==> config.mk <==
export PLATFORM = sky130hd
export DESIGN_NAME = sample_capture_scheduler
export DESIGN_NICKNAME = d
export VERILOG_FILES = /design/src/rtl/sample_capture_scheduler.sv
export SDC_FILE = /design/constraint.sdc
export NUM_CORES = 1
export LEC_CHECK = 0
export BUFFER_PORTS_ARGS = -buffer_cell sky130_fd_sc_hd__buf_4
export CORE_ASPECT_RATIO = 1.2
export CORE_MARGIN = 2
export CORE_UTILIZATION = 44
export CTS_CLUSTER_DIAMETER = 80
export DETAILED_ROUTE_END_ITERATION = 12
export GPL_TIMING_DRIVEN = 0
export PLACE_DENSITY = 0.71
export RECOVER_POWER = 100
export SLEW_MARGIN = 20
export SYNTH_ARGS = -nofsm -noshare
export SYNTH_HDL_FRONTEND = slang
export SYNTH_SLANG_ARGS = --single-unit
export TNS_END_PERCENT = 5
==> constraint.sdc <==
create_clock -name clk -period 6.3 [get_ports clk]
set_input_delay 1.89 -clock clk [delete_from_list [all_inputs] [get_ports clk]]
set_output_delay 1.89 -clock clk [all_outputs]
set_load 0.05 [all_outputs]
==> src/rtl/sample_capture_scheduler.sv <==
// Capture scheduler: buffers sampler words into SDRAM, then streams them back out over UART.
// Optional dump header (0xAA, 0x55, 24-bit written count) is compiled in with CAPTURE_HEADER_EN.
module sample_capture_scheduler #(
  parameter int unsigned CAPTURE_WORDS = 4096,
  parameter int unsigned FIFO_DEPTH    = 8
) (
  input  logic        clk,
  input  logic        rst,
  input  logic        start,
  input  logic        dump,
  output logic        sampler_start,
  input  logic        sampler_new_data,
  input  logic [21:0] sampler_data_out,
  output logic        mem_cmd_enable,
  output logic        mem_cmd_wr,
  output logic [22:0] mem_cmd_address,
  output logic [31:0] mem_cmd_data,
  input  logic        mem_cmd_ready,
  input  logic [31:0] mem_data_out,
  input  logic        mem_data_valid,
  output logic [7:0]  tx_byte,
  output logic        tx_en,
  input  logic        tx_ready,
  output logic        busy,
  output logic        overflow,
  output logic        done
);

  localparam int unsigned AW = 23;
  localparam int unsigned DW = 32;
  localparam int unsigned PW = $clog2(FIFO_DEPTH);
  localparam int unsigned CW = PW + 1;
`ifdef CAPTURE_HEADER_EN
  localparam int unsigned TXW = 40;
`else
  localparam int unsigned TXW = 32;
`endif

  typedef enum logic [2:0] {
    IDLE, CAP_RUN, CAP_DRAIN, DUMP_CMD, DUMP_WAIT, DUMP_TX, FINISH
  } state_t;

  state_t state, state_nx;

  logic [DW-1:0]  fifo_mem [FIFO_DEPTH];
  logic [PW-1:0]  wr_ptr, rd_ptr;
  logic [CW-1:0]  fifo_cnt;
  logic [AW-1:0]  sample_cnt, wr_addr, rd_addr;
  logic [TXW-1:0] tx_buf;
  logic [2:0]     tx_left;
  logic           tx_dead;
`ifdef CAPTURE_HEADER_EN
  logic           hdr_phase;
`endif

  logic fifo_full_c, fifo_empty_c, push_c, accept_c, pop_c, cap_last_c;
  logic tx_fire_c, tx_last_c, rd_more_c;

  assign fifo_full_c  = (fifo_cnt == CW'(FIFO_DEPTH));
  assign fifo_empty_c = (fifo_cnt == '0);
  assign push_c       = (state == CAP_RUN) && sampler_new_data && !fifo_full_c;
  assign accept_c     = mem_cmd_enable && mem_cmd_ready;
  assign pop_c        = accept_c && mem_cmd_wr;
  assign cap_last_c   = push_c && (sample_cnt == AW'(CAPTURE_WORDS - 1));
  // A byte goes out only after the post-pulse dead cycle has elapsed.
  assign tx_fire_c    = (state == DUMP_TX) && !tx_en && !tx_dead && tx_ready;
  assign tx_last_c    = tx_en && (tx_left == 3'd1);
  assign rd_more_c    = ((rd_addr + AW'(1)) < wr_addr);

  always_ff @(posedge clk or negedge rst) begin
    if (!rst) state <= IDLE;
    else      state <= state_nx;
  end

  always_comb begin
    state_nx = state;
    unique case (state)
      IDLE: begin
        if (start) state_nx = CAP_RUN;
        else if (dump) begin
          if (wr_addr == '0) state_nx = FINISH;
`ifdef CAPTURE_HEADER_EN
          else               state_nx = DUMP_TX;
`else
          else               state_nx = DUMP_CMD;
`endif
        end
      end
      CAP_RUN:   if (cap_last_c) state_nx = CAP_DRAIN;
      CAP_DRAIN: if (fifo_empty_c && !mem_cmd_enable) state_nx = FINISH;
      DUMP_CMD:  if (accept_c) state_nx = DUMP_WAIT;
      DUMP_WAIT: if (mem_data_valid) state_nx = DUMP_TX;
      DUMP_TX: begin
        if (tx_last_c) begin
`ifdef CAPTURE_HEADER_EN
          if (hdr_phase) state_nx = DUMP_CMD;
          else           state_nx = rd_more_c ? DUMP_CMD : FINISH;
`else
          state_nx = rd_more_c ? DUMP_CMD : FINISH;
`endif
        end
      end
      FINISH:  state_nx = IDLE;
      default: state_nx = IDLE;
    endcase
  end

  // Sample buffer storage; occupancy and pointers live in the reset domain below.
  always_ff @(posedge clk) begin
    if (push_c) fifo_mem[wr_ptr] <= {sample_cnt[9:0], sampler_data_out};
  end

  always_ff @(posedge clk or negedge rst) begin
    if (!rst) begin
      busy            <= 1'b0;
      done            <= 1'b0;
      sampler_start   <= 1'b0;
      overflow        <= 1'b0;
      mem_cmd_enable  <= 1'b0;
      mem_cmd_wr      <= 1'b0;
      mem_cmd_address <= '0;
      mem_cmd_data    <= '0;
      tx_byte         <= '0;
      tx_en           <= 1'b0;
      tx_dead         <= 1'b0;
      tx_buf          <= '0;
      tx_left         <= '0;
      wr_ptr          <= '0;
      rd_ptr          <= '0;
      fifo_cnt        <= '0;
      sample_cnt      <= '0;
      wr_addr         <= '0;
      rd_addr         <= '0;
`ifdef CAPTURE_HEADER_EN
      hdr_phase       <= 1'b0;
`endif
    end else begin
      busy          <= (state_nx != IDLE);
      done          <= (state_nx == FINISH);
      sampler_start <= (state_nx == CAP_RUN);
      tx_en         <= tx_fire_c;
      tx_dead       <= (state == DUMP_TX) && tx_en;

      if (push_c) wr_ptr <= wr_ptr + PW'(1);
      if (pop_c)  rd_ptr <= rd_ptr + PW'(1);
      if (push_c && !pop_c)      fifo_cnt <= fifo_cnt + CW'(1);
      else if (pop_c && !push_c) fifo_cnt <= fifo_cnt - CW'(1);

      if (state == IDLE && start) begin
        sample_cnt <= '0;
        wr_addr    <= '0;
        overflow   <= 1'b0;
      end else begin
        if (push_c) sample_cnt <= sample_cnt + AW'(1);
        if (state == CAP_RUN && sampler_new_data && fifo_full_c) overflow <= 1'b1;
        if (pop_c) wr_addr <= wr_addr + AW'(1);
      end

      // One command in flight; enable drops for a cycle after every acceptance.
      if (accept_c) mem_cmd_enable <= 1'b0;
      else if (!mem_cmd_enable) begin
        if ((state == CAP_RUN || state == CAP_DRAIN) && !fifo_empty_c) begin
          mem_cmd_enable  <= 1'b1;
          mem_cmd_wr      <= 1'b1;
          mem_cmd_data    <= fifo_mem[rd_ptr];
          mem_cmd_address <= wr_addr;
        end else if (state == DUMP_CMD) begin
          mem_cmd_enable  <= 1'b1;
          mem_cmd_wr      <= 1'b0;
          mem_cmd_data    <= '0;
          mem_cmd_address <= rd_addr;
        end
      end

      if (state == IDLE && dump && !start) begin
        rd_addr <= '0;
`ifdef CAPTURE_HEADER_EN
        hdr_phase <= 1'b1;
        tx_buf    <= {8'hAA, 8'h55, 1'b0, wr_addr};
        tx_left   <= 3'd5;
`endif
      end

      if (state == DUMP_WAIT && mem_data_valid) begin
`ifdef CAPTURE_HEADER_EN
        hdr_phase <= 1'b0;
        tx_buf    <= {mem_data_out, 8'h00};
`else
        tx_buf    <= mem_data_out;
`endif
        tx_left   <= 3'd4;
      end

      if (tx_fire_c) tx_byte <= tx_buf[TXW-1 -: 8];

      if (state == DUMP_TX && tx_en) begin
        tx_buf  <= tx_buf << 8;
        tx_left <= tx_left - 3'd1;
      end

`ifdef CAPTURE_HEADER_EN
      if (tx_last_c && !hdr_phase) rd_addr <= rd_addr + AW'(1);
`else
      if (tx_last_c) rd_addr <= rd_addr + AW'(1);
`endif
    end
  end

endmodule

==> metrics.csv <==
stage,metric,value,unit
clock_tree,H-tree depth,2,
routing,via count,12120,
synthesis,top cell type by total area after synthesis,edfxtp_1,
setup_path,crit path capture,fifo_mem[2][10],
clock_tree,clock transition at the registers of the reported paths,0.06,ns
synthesis,post-synthesis sequential area ratio,65.9,%
synthesis,Post-synth EDFFs,256,
clock_tree,CTS max path bufs,3,
synthesis,Cells after Synth,1394,
routing,WL per Instance,19.9,µm
synthesis,main combinational cell family by area after synthesis,simple AND/OR/NAND/NOR gates,
grt,gr ovfl total,0,
final_layout,diode count,0,
sta,part of the cycle the worst path needs,80.0,%
synthesis,Synth Register Bits,444,
clock_tree,TritonCTS clock tree,done,
synthesis,post-synthesis adder-cell area fraction,2.35,%
grt,number of antenna violations at the first check in global routing,2,
place,hpwl dp,30100,µm
synthesis,Synth area leaders,"edfxtp_1 41%, dfrtp_1 25%, mux4_2 7.7%, nand2_1 3.3%, ha_1 2.2%",
setup_path,Worst Setup End Kind,flip-flop,
worst_hold_path,hold crit path type,flip-flop to flip-flop,
setup_path,slowest CP cell,nor3_1,
flow_run,max cap viols,4,
sta,maximum clock frequency,0.198,GHz
synthesis,syn avg cell area,13.5,µm²
routing,Routed Antenna Nets,0,
routing,routed wire length,43600,µm
pwr,Leakage,8.18,nW
setup_path,Worst setup SP type,primary input,
sta,final setup margin,1.26,ns
routing,DR iter-0 viols,923,
floorplanning,die span in x,193,µm
setup_path,critical path required time,6.55,ns
setup_path,R2R Setup Slk,2.08,ns
clock_tree,CTS buffer count,44,
routing,DRT Pass-1 Iters,5,
synthesis,Mapped Area,0.0188,mm²
setup_path,CP max stage delay,0.94,ns
setup_path,R2R cell count,8,
synthesis,top cell type's share of synthesized area,40.9,%
synthesis,"FFs w/ async S/R, synth",42.3,%
clock_tree,number of gates resized after cts,0,
grt,vias in the first global route,12445,
pwr,Power Density,447,mW/mm²
floorplanning,Core Rows,83,
setup_path,CP max FO,8,
grt,largest net degree at the start of global routing,101,
setup_path,crit-path cells,clkbuf_1 > and4bb_1 > nand2_1 > nor3_1 > clkbuf_1 > clkbuf_1 > clkbuf_1 > buf_4,
routing,DRC violations left,0,
place,Routability Congestion,0.895,
synthesis,Synth Area in Compound Gates,7.25,%
sta,Slew @ Worst Pin,2.34,ns
floorplanning,starting density of the core,44.3,%
setup_path,reg2reg start,state[1],
setup_path,CP arrival,5.29,ns
synthesis,Yosys Warn Count,0,
run_status,outcome,"finished, violations left",
final_layout,Final #Nets,1698,
pwr,Pwr Total,9.73,mW
sta,Fin. Hold Viols,0,
place,worst slack at placement,1.62,ns
final_layout,share of cells above drive strength 1,11.7,%
synthesis,total nets after synthesis,1490,
final_layout,Area Overhead vs Synth,15.6,%
synthesis,Synth Area in Simple Gates,9.55,%
floorplanning,Core Footprint,0.0425,mm²
sta,max_slew headroom,-56.3,%
routing,DR vias/cell,5.53,
sta,"Slew Viols, Final",133,
synthesis,XOR/XNOR Fraction of Synth Area,2.93,%
sta,Setup Viol. Count Final,0,
setup_path,most frequent CP cell,clkbuf_1,
sta,RSZ-0062 raised after global routing,no,
grt,GRT Total Usage,20.1,%
pwr,worst vdd ir,0.285,mV
floorplanning,Top Ports,132,
run_status,failing checks,"max-capacitance violations, max-slew violations",
sta,min Tclk post-route,5.04,ns
clock_tree,cts-stage hold buffer count,0,
clock_tree,clock latency on the worst-skew pair,0.56,ns
floorplanning,Die Y,231,µm
synthesis,mux contribution to synthesized area,9.42,%
synthesis,synth unique cells,55,
clock_tree,clock sinks,444,
clock_tree,Clock Root Buffer,clkbuf_16,
final_layout,Layout Utilization,51.2,%
grt,global-route wire length before repair,68800,µm
sta,clock skew,0.0197,ns
clock_tree,setup bufs post-CTS,0,
setup_path,Worst R2R End,fifo_mem[2][10],
setup_path,Worst Setup SP,sampler_new_data,
synthesis,prevailing post-synth register cell,edfxtp_1,
place,I/O Buffers,131,
setup_path,worst setup path category,primary input to flip-flop,
floorplanning,die area,0.0444,mm²
-- layout by cell type, fill, tap and decap left out, types with 14 or more instances in the layout --
cell	count
inv_1	54
dfrtp_1	188
mux4_2	64
mux2i_1	32
a31oi_1	16
o21ai_0	77
nand3_1	37
nand4_1	14
o31ai_1	36
xor2_1	20
nand2_1	167
o22ai_1	20
buf_4	34
a21oi_1	74
clkbuf_16	46
clkbuf_1	186
ha_1	33
xnor2_1	43
edfxtp_1	256
nor2_1	92
nor3_1	26
-- cells by family after synthesis --
family | Yosys count
fa+ha+maj | 35
flops | 444
xor+xnor | 63
simple gates | 393
buf+inv | 125
compound gates | 237
mux | 97
-- registers in the layout (all words and copies together) (netlist names), 3 cells and up --
signal           count
tx_buf              32
wr_addr             23
tx_left              3
mem_cmd_data        32
rd_ptr               3
mem_cmd_address     23
state                3
wr_ptr               3
fifo_cnt             4
fifo_mem           256
tx_byte              8
rd_addr             23
sample_cnt          23
-- final cells by class --
type,instances,area [µm²]
Clock inverter,23,168
Clock buffer,59,1270
Inverter,56,211
Tap cell,552,691
Buffer,69,267
Multi-Input combinational cell,825,5910
Timing Repair Buffer,162,843
Fill cell,3619,20700
Sequential cell,444,12400
-- cells in the mapped netlist (all sizes together), types with 3 or more instances --
cell type / count
buf: 18
and3: 12
o22ai: 20
nor4: 9
ha: 33
clkbuf: 51
o21ai: 77
dfrtp: 188
xor2: 20
a21oi: 74
nand3: 37
inv: 55
and4: 4
edfxtp: 256
o31ai: 36
or3: 12
nand2: 167
or2: 3
nor3: 26
and2: 3
a21o: 3
a31oi: 16
mux2i: 32
nor2: 92
xnor2: 43
mux4: 64
nand2b: 3
nand4: 14
-- worst min path at each step --
stage / startpoint / to / slack, ns / cells after the start
after floorplan: tx_left[2] / tx_left[2] / 0.46 / 1
after global placement: mem_cmd_address[1] / mem_cmd_address[1] / 0.46 / 2
after detailed placement: mem_cmd_data[15] / mem_cmd_data[15] / 0.47 / 2
after CTS: mem_cmd_data[26] / mem_cmd_data[26] / 0.49 / 2
after global routing: mem_cmd_address[17] / mem_cmd_address[17] / 0.50 / 2
final: mem_cmd_data[26] / mem_cmd_data[26] / 0.48 / 2
-- through the flow --
stage	hold WS, ns	TNS, ns	instance area, µm²	instances
3_3_place_gp	0.463	-232.14	20500	2077
6_report	0.479	0	21700	2190
5_1_grt	0.501	0	21700	2190
3_5_place_dp	0.471	0	20900	2108
4_1_cts	0.486	0	22300	2190
2_1_floorplan	0.464	0	18800	1394
-- critical path, delay by kind of cell --
| family | cells | cell delay [ns] |
|---|---|---|
| buffers and inverters | 5 | 1.77 |
| AND/OR/NAND/NOR | 3 | 1.62 |
-- report_power, final --
| part | internal, mW | leakage, nW | switching [mW] |
|---|---|---|---|
| clock network | 1.47 | 0.699 | 1.11 |
| logic | 1.06 | 2.66 | 2.17 |
| registers | 3.61 | 4.82 | 0.314 |
| total | 6.13 | 8.18 | 3.59 |
-- per-layer routing --
layer / global-route usage, % / wire length, µm
met1: 26.5 / 18000
met2: 34.1 / 22000
met3: 3.10 / 2590
met4: 6.63 / 1080
met5: 0 / 0
Power figures use the tool's default switching activity.
